## config.mk

```make
export PLATFORM = sky130hd
export DESIGN_NAME = team_06_delay_line_ctrl
export DESIGN_NICKNAME = d
export VERILOG_FILES = /design/src/rtl/team_06_delay_line_ctrl_pkg.sv /design/src/rtl/team_06_delay_line_ctrl_mem.sv /design/src/rtl/team_06_delay_line_ctrl.sv
export SDC_FILE = /design/constraint.sdc
export NUM_CORES = 1
export LEC_CHECK = 0
export BUFFER_PORTS_ARGS = -buffer_cell sky130_fd_sc_hd__buf_2
export CORE_UTILIZATION = 41
export DETAILED_ROUTE_END_ITERATION = 10
export PLACE_DENSITY_LB_ADDON = 0.1
export REMOVE_ABC_BUFFERS = 1
export SLEW_MARGIN = 15
export SYNTH_ARGS = -nofsm -noshare
export SYNTH_HDL_FRONTEND = slang
export SYNTH_SLANG_ARGS = --single-unit
```

## constraint.sdc

```tcl
create_clock -name clk -period 4.5 [get_ports clk]
set_input_delay 0.225 -clock clk [delete_from_list [all_inputs] [get_ports clk]]
set_output_delay 0.225 -clock clk [all_outputs]
set_load 0.03 [all_outputs]
```

## src/rtl/team_06_delay_line_ctrl_pkg.sv

```systemverilog
// Shared types and effect-select codes for the team_06 audio delay line.
package team_06_audio_pkg;

  typedef enum logic [1:0] {IDLE, RD_REQ, MIX, WR_REQ} dl_state_t;

  localparam logic [2:0] SEL_BYPASS   = 3'b000;
  localparam logic [2:0] SEL_TREMELO  = 3'b001;
  localparam logic [2:0] SEL_ECHO     = 3'b010;
  localparam logic [2:0] SEL_SOFTCLIP = 3'b011;
  localparam logic [2:0] SEL_REVERB   = 3'b100;

  function automatic logic is_active_sel(input logic [2:0] sel);
    return (sel == SEL_ECHO) || (sel == SEL_REVERB);
  endfunction

endpackage

```

## src/rtl/team_06_delay_line_ctrl_mem.sv

```systemverilog
// Request/ack handshake toward the SRAM R/W module: holds the request fields
// steady until ack or timeout and reports completion as single-cycle pulses.
module team_06_mem_handshake #(
  parameter int ADDR_W      = 13,
  parameter int DATA_W      = 8,
  parameter int ACK_TIMEOUT = 64
) (
  input  logic              clk,
  input  logic              rst,
  input  logic              start,
  input  logic              we,
  input  logic [ADDR_W-1:0] addr,
  input  logic [DATA_W-1:0] wdata,
  input  logic              mem_ack,
  output logic              mem_req,
  output logic              mem_we,
  output logic [ADDR_W-1:0] mem_addr,
  output logic [DATA_W-1:0] mem_wdata,
  output logic              done,
  output logic              timed_out
);

  localparam int CNT_W = $clog2(ACK_TIMEOUT + 1);

  logic [CNT_W-1:0] wait_cnt_reg;

  // An ack outside an open request is meaningless and must not complete anything.
  assign done      = mem_req & mem_ack;
  assign timed_out = mem_req & ~mem_ack & (wait_cnt_reg == CNT_W'(ACK_TIMEOUT - 1));

  always_ff @(posedge clk or posedge rst) begin
    if (rst) begin
      mem_req      <= 1'b0;
      mem_we       <= 1'b0;
      mem_addr     <= '0;
      mem_wdata    <= '0;
      wait_cnt_reg <= '0;
    end else if (start) begin
      mem_req      <= 1'b1;
      mem_we       <= we;
      mem_addr     <= addr;
      mem_wdata    <= wdata;
      wait_cnt_reg <= '0;
    end else if (done || timed_out) begin
      mem_req <= 1'b0;
    end else if (mem_req) begin
      wait_cnt_reg <= wait_cnt_reg + 1'b1;
    end
  end

endmodule

```

## src/rtl/team_06_delay_line_ctrl.sv

```systemverilog
// Delay-line sequencer: per accepted sample, read the delayed sample (unless the
// line is still warming up), hand it to the effect datapath, then write the mix.
module team_06_delay_line_ctrl
  import team_06_audio_pkg::*;
#(
  parameter int ADDR_W      = 13,
  parameter int DATA_W      = 8,
  parameter int ECHO_DLY    = 4000,
  parameter int REVERB_DLY  = 1200,
  parameter int ACK_TIMEOUT = 64
) (
  input  logic              clk,
  input  logic              rst,
  input  logic [2:0]        sel,
  input  logic              sample_valid,
  output logic [DATA_W-1:0] past_sample,
  output logic              past_valid,
  input  logic [DATA_W-1:0] mix_in,
  output logic              mem_req,
  output logic              mem_we,
  output logic [ADDR_W-1:0] mem_addr,
  output logic [DATA_W-1:0] mem_wdata,
  input  logic [DATA_W-1:0] mem_rdata,
  input  logic              mem_ack,
  output logic              busy,
  output logic              overrun,
  output logic              timeout_err
);

  dl_state_t         state_reg;
  logic [ADDR_W-1:0] wr_ptr_reg;
  logic [ADDR_W-1:0] fill_cnt_reg;
  logic [2:0]        prev_mode_reg;

  logic              mode_active;
  logic              accept;
  logic              read_needed;
  logic [ADDR_W-1:0] dly;
  logic [ADDR_W-1:0] fill_eff;
  logic              hs_start;
  logic              hs_we;
  logic [ADDR_W-1:0] hs_addr;
  logic [DATA_W-1:0] hs_wdata;
  logic              hs_done;
  logic              hs_timed_out;

  assign mode_active = is_active_sel(sel);
  assign dly         = (sel == SEL_ECHO) ? ADDR_W'(ECHO_DLY) : ADDR_W'(REVERB_DLY);
  // A mode change means the stored history belongs to another effect.
  assign fill_eff    = (sel == prev_mode_reg) ? fill_cnt_reg : '0;
  assign read_needed = (fill_eff >= dly);
  assign accept      = (state_reg == IDLE) && sample_valid && mode_active;
  assign busy        = (state_reg != IDLE);

  always_comb begin
    hs_start = 1'b0;
    hs_we    = 1'b0;
    hs_addr  = wr_ptr_reg;
    hs_wdata = mix_in;
    if (accept && read_needed) begin
      hs_start = 1'b1;
      hs_addr  = wr_ptr_reg - dly;
    end else if (state_reg == MIX) begin
      hs_start = 1'b1;
      hs_we    = 1'b1;
    end
  end

  team_06_mem_handshake #(
    .ADDR_W      (ADDR_W),
    .DATA_W      (DATA_W),
    .ACK_TIMEOUT (ACK_TIMEOUT)
  ) u_hs (
    .clk       (clk),
    .rst       (rst),
    .start     (hs_start),
    .we        (hs_we),
    .addr      (hs_addr),
    .wdata     (hs_wdata),
    .mem_ack   (mem_ack),
    .mem_req   (mem_req),
    .mem_we    (mem_we),
    .mem_addr  (mem_addr),
    .mem_wdata (mem_wdata),
    .done      (hs_done),
    .timed_out (hs_timed_out)
  );

  always_ff @(posedge clk or posedge rst) begin
    if (rst) begin
      state_reg     <= IDLE;
      wr_ptr_reg    <= '0;
      fill_cnt_reg  <= '0;
      prev_mode_reg <= SEL_BYPASS;
      past_sample   <= '0;
      past_valid    <= 1'b0;
      overrun       <= 1'b0;
      timeout_err   <= 1'b0;
    end else begin
      past_valid <= 1'b0;
      if (sample_valid && (state_reg != IDLE)) overrun <= 1'b1;
      if (hs_timed_out) timeout_err <= 1'b1;
      if (!mode_active) begin
        overrun     <= 1'b0;
        timeout_err <= 1'b0;
      end

      case (state_reg)
        IDLE: begin
          if (!mode_active) begin
            fill_cnt_reg <= '0;
          end else if (sample_valid) begin
            prev_mode_reg <= sel;
            fill_cnt_reg  <= fill_eff;
            if (read_needed) begin
              state_reg <= RD_REQ;
            end else begin
              past_sample <= '0;
              past_valid  <= 1'b1;
              state_reg   <= MIX;
            end
          end
        end
        RD_REQ: begin
          if (hs_done) begin
            past_sample <= mem_rdata;
            past_valid  <= 1'b1;
            state_reg   <= MIX;
          end else if (hs_timed_out) begin
            past_sample <= '0;
            past_valid  <= 1'b1;
            state_reg   <= MIX;
          end
        end
        MIX: state_reg <= WR_REQ;
        WR_REQ: begin
          if (hs_done) begin
            wr_ptr_reg <= wr_ptr_reg + 1'b1;
            if (fill_cnt_reg != '1) fill_cnt_reg <= fill_cnt_reg + 1'b1;
            state_reg <= IDLE;
          end else if (hs_timed_out) begin
            state_reg <= IDLE;
          end
        end
        default: state_reg <= IDLE;
      endcase
    end
  end

endmodule

```

### Word level (Yosys, flattened, before mapping)

Cells that the tools add are included.
Widths: inputs -> output; s select.

| word-level totals | value |
|---|---|
| register bits | 72 |
| logic and storage cells | 99 |

| cells by class | value |
|---|---|
| add/subtract/negate cells | 4 |
| order comparisons | 1 |
| equal/unequal tests | 19 |
| multiplexer cells | 40 |
| bitwise operators | 4 |
| reduce and logical (&&, ||, !) cells | 18 |

Operators by type and width:

| cell | count |
|---|---|
| $mux 13 | 6 |
| $mux 8 | 5 |
| $add 13x1->13 const B | 2 |
| $pmux 13 s2 | 1 |
| $mux 7 | 3 |
| $pmux 8 s2 | 1 |
| $mux 1 | 14 |
| $mux 2 | 7 |
| $ge 13x12->1 | 1 |
| $ne 13x13->1 const B | 1 |
| $sub 13x12->13 | 1 |
| $mux 12 | 1 |
| $ne 2x2->1 const B | 5 |
| $reduce_bool 2->1 | 5 |
| $pmux 2 s4 | 1 |
| $reduce_and 4->1 | 2 |
| $add 7x1->7 const B | 1 |
| $eq 7x6->1 const B | 1 |
| $ne 2x1->1 const B | 3 |
| $ne 3x1->1 const B | 2 |
| $reduce_and 5->1 | 1 |
| $eq 2x2->1 const B | 2 |
| $logic_and 1x1->1 | 4 |
| $reduce_and 2->1 | 2 |
| other kinds (11) | 14 |

### Depth between registers and ports, before layout

| depth | value |
|---|---|
| word-level depth | 7 |
| depth in mapped cells | 13 |
| depth with buffers taken out | 11 |

### By module

From an unflattened synthesis, not the netlist that was laid out.

| unflattened totals | value |
|---|---|
| cell total of the unflattened synthesis | 348 |
| area total of the unflattened synthesis | 3783.6 µm² |

By module, submodules not included:

| module | times used | cells an instance | area each (µm²) | sequential area each (µm²) |
|---|---|---|---|---|
| team_06_delay_line_ctrl | 1 | 255 | 2478.6 | 1051.0 |
| team_06_mem_handshake | 1 | 93 | 1305.0 | 750.7 |

### Worst setup path before layout

OpenSTA, ideal clock, no wires.

| path | value |
|---|---|
| path type | input to register |
| from | input sel[0] |
| to | register u_hs.mem_addr[12] |
| data arrival time | 2832 ps |
| slack | 1542 ps |
| stages on the path | 11 |
| cells stage by stage | buf_2 xor2_1 nor3_1 and2_1 ha_1 a311oi_1 o31ai_4 and2_1 buf_4 mux2_1 a221o_1 |

| on the way | value |
|---|---|
| longest elaborated chain between the ends | 5 |
| elaborated cells between the ends (all ways) | 12 |
| those cells by class | 1 x add/sub; 1 x order compare; 3 x eq/ne; 4 x mux; 3 x reduce/logical |

RTL lines:

| element | line | text |
|---|---|---|
| start: declaration | team_06_delay_line_ctrl.sv:14 | `input logic [2:0] sel,` |
| $eq 3x3->1, or another cell as far along | team_06_delay_line_ctrl.sv:50 | `assign fill_eff = (sel == prev_mode_reg) ? fill_cnt_reg : '0;` |
| $mux 13, or another cell as far along | team_06_delay_line_ctrl.sv:50 |  |
| $ge 13x12->1 or $logic_and 1x1->1 (tied branches) | team_06_delay_line_ctrl.sv:51, team_06_delay_line_ctrl.sv:52 |  |
| $logic_and 1x1->1 | team_06_delay_line_ctrl.sv:60 | `if (accept && read_needed) begin` |
| $mux 13 or $mux 1 (tied branches) | team_06_delay_line_ctrl.sv:60 |  |
| end signal: assignment | team_06_delay_line_ctrl_mem.sv:41 | `mem_addr <= addr;` |
| end: declaration | team_06_delay_line_ctrl_mem.sv:17 | `output logic [ADDR_W-1:0] mem_addr,` |

Parallel ways exist; a longest one is shown, timed or not.
A chain may end at the register's enable or synchronous reset.

### Final worst setup path

| path | value |
|---|---|
| from | register prev_mode_reg[1] |
| to | register u_hs.mem_addr[12] |

| on the way | value |
|---|---|
| longest elaborated chain between the ends | 5 |
| elaborated cells between the ends (all ways) | 6 |
| those cells by class | 1 x order compare; 1 x eq/ne; 3 x mux; 1 x reduce/logical |

RTL lines:

| element | line | text |
|---|---|---|
| start: declaration | team_06_delay_line_ctrl.sv:33 | `logic [2:0] prev_mode_reg;` |
| start signal: assignment | team_06_delay_line_ctrl.sv:113 | `prev_mode_reg <= sel;` |
| $eq 3x3->1 * | team_06_delay_line_ctrl.sv:50 |  |
| $mux 13 * | team_06_delay_line_ctrl.sv:50 |  |
| $ge 13x12->1 * | team_06_delay_line_ctrl.sv:51 | `assign read_needed = (fill_eff >= dly);` |
| $logic_and 1x1->1 * | team_06_delay_line_ctrl.sv:60 |  |
| $mux 13 or $mux 1 (tied branches) | team_06_delay_line_ctrl.sv:60 |  |

Every way passes the cells marked *; elsewhere a longest branch is shown, timed or not.

==> impl.org <==
** Global routing
- The first global-routing pass estimated around 13,000 um of wire.
- The number of global-route vias before repair was 2,664.
- Entering global routing, the biggest net connects 43 pins.
- Final global-route overflow total :: 0
- The number of antenna violations at the first check in global routing was 0.
- GRT Total Usage :: 17.3%

** Routing
- Vias post-DR :: ~2,700
- Using the TritonRoute via totals, the vias-per-cell ratio works out to roughly 5.
- Before antenna repair, the detailed router went through 4 iterations.
- For this run, design rule violations remaining after detail routing come to 0.
- Post-detailed-route count of antenna-violating nets :: 0
- The routed design has approximately 7600 um of wire.
- Detailed Route Iter0 Violations :: 105
- After detailed routing, the average wire length per cell comes to 14.1 um.

** CTS
- Clock-pin slew was measured on the worst setup and hold paths at approximately 0.070 ns.
- Later-pin clock latency in the skew report :: about 0.35 ns
- Number of clock sinks :: about 70
- After clock tree synthesis, the flow added hold-fix buffers numbering 0.
- The longest clock path from root to sink contains 2 buffers.
- TritonCTS created 9 clock buffers.
- Post-cts sizing count :: 0
- TritonCTS built the clock tree.
- The H-tree generated during clock tree synthesis spans 3 levels.
- Root buf cell :: sky130_fd_sc_hd__clkbuf_8
- Post-CTS Setup Inserts :: 0

** Timing
- At the pin with the least slew margin, the transition time is roughly 0.88 ns.
- Derived from the worst setup path, the maximum achievable clock frequency is around 280 MHz.
- The routed design could run at a clock period as short as roughly 3.5 ns.
- The count of endpoints failing hold in the final timing report came to 0.
- Final number of setup-violating endpoints :: 0
- Final-report max-slew violation count :: 0
- The final critical path takes up 78.3% of the cycle.
- Hold is met by ~0.064 ns.
- Headroom to the max-slew limit :: about two fifths
- Summed over all failing endpoints, the final setup total negative slack is 0 ns.
- Setup repair after global routing left no endpoint under its margin.
- Between clock sinks in the finished design, the worst skew comes to 0.00731 ns.

** Pwr
- Internal power comes to between 0.0009 and 0.001 W.
- Sequential share of power :: 53.4%
- Relative contribution of the clock network to total power :: around 44%
- Dividing total power by cell area gives a power density of around 280 nW/um2.
- For this design the static power due to leakage is 2.18 nW.
- Worst vdd ir :: roughly 0.00016 V
- Proportion of total power due to net switching :: between 20% and 30%
- Combinational logic is responsible for 3.1% of the overall power.
- In this run the power spent charging and discharging nets is 0.000270 W.

** Critical path
- The largest single stage delay on the critical path is between 0.6 and 0.7 ns.
- Worst-path fanout max :: 17
- Kind of critical path :: register to register
- At the worst endpoint, the required time is between 4 and 5 ns.
- Cell chain of the critical path :: xor2_1, nor3_1, nand2_1, ha_1, nand2_1, o211a_1, o31ai_4, and2_1, mux2_1, a221o_1
- Most frequent cell on the critical path :: sky130_fd_sc_hd__nand2_1
- Crit path arrival time :: about 3.8 ns
- Crit path capture type :: register
- Kind of start point of the critical path :: register
- In this design, the largest share of critical-path delay is due to simple AND/OR/NAND/NOR gates.
- For this design, the slowest cell found on the critical path is sky130_fd_sc_hd__nor3_1.
- Counting both buffers and inverters, the worst setup path holds a total of 0.

** Layout
- Post-route cell area :: between 4000 and 5000 um2
- In the final design database the tool counted between 400 and 500 nets.
- Leading cell types in the layout, fill and taps excluded :: 72 x sky130_fd_sc_hd__dfrtp_1, 57 x sky130_fd_sc_hd__buf_2, 45 x sky130_fd_sc_hd__nand2_1, 25 x sky130_fd_sc_hd__o21ai_0, 20 x sky130_fd_sc_hd__nor2_1
- 0 antenna diodes ended up in the layout.
- Counting the fill cells in the layout gives 830.
- Share of post-route cells with drive strength above 1 :: between 20% and 30%
- Relative to the synthesized area, the layout overhead comes to 15.3%.
- Leading cell type in the layout, fill and taps excluded :: sky130_fd_sc_hd__dfrtp_1

** Run status
- The run finished with clean final reports.

** Yosys
- A synthesized cell averages 10.3 um2.
- Async set-or-reset flop fraction in the synthesized netlist :: 100%
- Sequential elements use about half of the synthesized area.
- Number of enable-type register cells in the synthesized netlist :: 0
- Dominant synthesized flop cell :: sky130_fd_sc_hd__dfrtp_1
- Summing every instance area after synthesis gives around 3700 um2.
- Synth Instances :: around 370
- Counting flops and latches in the post-synthesis netlist gives 72.
- Number of unique standard cell types used by synthesis :: 54
- YS warnings :: 0

** Floorplan
- The core region is around 9000 um2.
- In this run the vertical extent of the chip is 97.5 um.
- The die is roughly 100 um wide.
- Number of core rows :: 34
- Die Outline Area :: 9510 um2
- Ports :: 58
- Initial core utilization :: 42.7%

** Flow run
- Max-cap violations in this run came to 0.

** Placed design
- The HPWL after detailed placement is 5540 um.
- The placed instances occupy a cell area of 4110 um2.
- Final weighted congestion in routability-driven placement :: 0.772
- During placement, the flow inserted port buffers numbering between 50 and 60.

** Min path
- Class of the tightest hold or removal check :: input pin to asynchronous set/reset pin
-- cell usage after synthesis (2+ instances only) --
| library cell | number | area (um2) |
|---|---|---|
| sky130_fd_sc_hd__buf_4 | 2 | 15.0 |
| sky130_fd_sc_hd__inv_1 | 20 | 75.1 |
| sky130_fd_sc_hd__o211a_1 | 3 | 30.0 |
| sky130_fd_sc_hd__a21oi_1 | 9 | 45.0 |
| sky130_fd_sc_hd__and3_2 | 2 | 15.0 |
| sky130_fd_sc_hd__o31ai_1 | 4 | 30.0 |
| sky130_fd_sc_hd__mux2i_1 | 13 | 130 |
| sky130_fd_sc_hd__ha_1 | 16 | 200 |
| sky130_fd_sc_hd__buf_2 | 2 | 10.0 |
| sky130_fd_sc_hd__a31o_2 | 2 | 17.5 |
| sky130_fd_sc_hd__a21o_1 | 3 | 22.5 |
| sky130_fd_sc_hd__buf_6 | 2 | 22.5 |
| sky130_fd_sc_hd__and4_1 | 4 | 35.0 |
| sky130_fd_sc_hd__nand2b_1 | 5 | 31.3 |
| sky130_fd_sc_hd__xnor2_1 | 18 | 158 |
| sky130_fd_sc_hd__a31oi_1 | 2 | 12.5 |
| sky130_fd_sc_hd__nor4_1 | 2 | 12.5 |
| sky130_fd_sc_hd__a211oi_1 | 2 | 15.0 |
| sky130_fd_sc_hd__nor2b_1 | 5 | 31.3 |
| sky130_fd_sc_hd__and2_1 | 8 | 50.1 |
| sky130_fd_sc_hd__mux2_2 | 13 | 146 |
| sky130_fd_sc_hd__or3_1 | 2 | 12.5 |
| sky130_fd_sc_hd__nand3_1 | 11 | 55.1 |
| sky130_fd_sc_hd__nand2_1 | 45 | 169 |
| sky130_fd_sc_hd__o21a_1 | 4 | 30.0 |
| sky130_fd_sc_hd__xor2_1 | 11 | 96.3 |
| sky130_fd_sc_hd__and3_1 | 6 | 37.5 |
| sky130_fd_sc_hd__nor3_1 | 5 | 25.0 |
| sky130_fd_sc_hd__dfrtp_1 | 72 | 1800 |
| sky130_fd_sc_hd__o21ai_0 | 25 | 125 |
| sky130_fd_sc_hd__clkbuf_1 | 5 | 18.8 |
| sky130_fd_sc_hd__nor2_1 | 20 | 75.1 |
-- metrics by stage --
stage	power (W)	util, %	setup WS, ns	instances
after CTS	0.00123	49.2	0.951	536
after floorplan	0.000680	-	1.40	353
final	0.00121	49.2	0.976	536
after global routing	0.00127	49.2	0.701	536
after global placement	0.000700	46.9	1.02	520
after detailed placement	0.000700	46.9	0.946	520
-- layout make-up --
cell class                      instances  area (um2)  share of cell area, %
Timing Repair Buffer                   59         300                   6.96
Clock buffer                           11         151                   3.51
Tap cell                              108         135                   3.13
Sequential cell                        72        1800                   41.8
Clock inverter                          5        55.1                   1.28
Inverter                               20        75.1                   1.74
Multi-Input combinational cell        261        1800                   41.6
-- metal layers --
metal  track usage [%]  share of wire (%)
met1              24.4                 53
met4              8.14                1.7
met5                 0                  0
met3              4.32                3.5
met2              25.0                 42
-- worst register-to-register path: stages, from the launching register on --
cell and delay, ns:
sky130_fd_sc_hd__dfrtp_1 0.39, sky130_fd_sc_hd__xor2_1 0.14, sky130_fd_sc_hd__nor3_1 0.62, sky130_fd_sc_hd__nand2_1 0.13, sky130_fd_sc_hd__ha_1 0.30, sky130_fd_sc_hd__nand2_1 0.05, sky130_fd_sc_hd__o211a_1 0.25, sky130_fd_sc_hd__o31ai_4 0.28
sky130_fd_sc_hd__and2_1 0.58, sky130_fd_sc_hd__mux2_1 0.38, sky130_fd_sc_hd__a221o_1 0.29
-- power groups by stage --
| stage | Clock, W | Sequential (W) | Combinational (W) |
|---|---|---|---|
| 2_1_floorplan | 0 | 0.000662 | 0.0000187 |
| 3_3_place_gp | 0 | 0.000661 | 0.0000389 |
| 3_5_place_dp | 0 | 0.000661 | 0.0000391 |
| 4_1_cts | 0.000546 | 0.000648 | 0.0000392 |
| 5_1_grt | 0.000577 | 0.000648 | 0.0000438 |
| 6_report | 0.000528 | 0.000648 | 0.0000376 |
-- kinds of logic (layout without fill, tap and decap cells) --
group	Yosys count	after routing	synth area share, %
simple gates	123	123	16.3
flops	72	72	48.1
compound gates	66	66	11.9
buf+inv	32	95	3.88
xor+xnor	29	29	6.79
mux	27	27	7.69
fa+ha+maj	16	16	5.35
-- worst paths after layout --
check / endpoint / startpoint / cells after the start / slack (ns)
max: u_hs.mem_addr[12]$_DFFE_PP0P_ / prev_mode_reg[1]$_DFFE_PP0P_ / 10 / 0.98
min: u_hs.mem_wdata[3]$_DFFE_PP0P_ / rst / 2 / 0.06
min in group clk: u_hs.mem_wdata[7]$_DFFE_PP0P_ / mix_in[7] / 2 / 0.10
max reg2reg: u_hs.mem_addr[12]$_DFFE_PP0P_ / prev_mode_reg[1]$_DFFE_PP0P_ / 10 / 0.98
min reg2reg: prev_mode_reg[2]$_DFFE_PP0P_ / prev_mode_reg[2]$_DFFE_PP0P_ / 2 / 0.50
max in group asynchronous: u_hs.wait_cnt_reg[1]$_DFFE_PP0P_ / rst / 3 / 3.50
No activity file was read; power rests on OpenSTA's default activity.
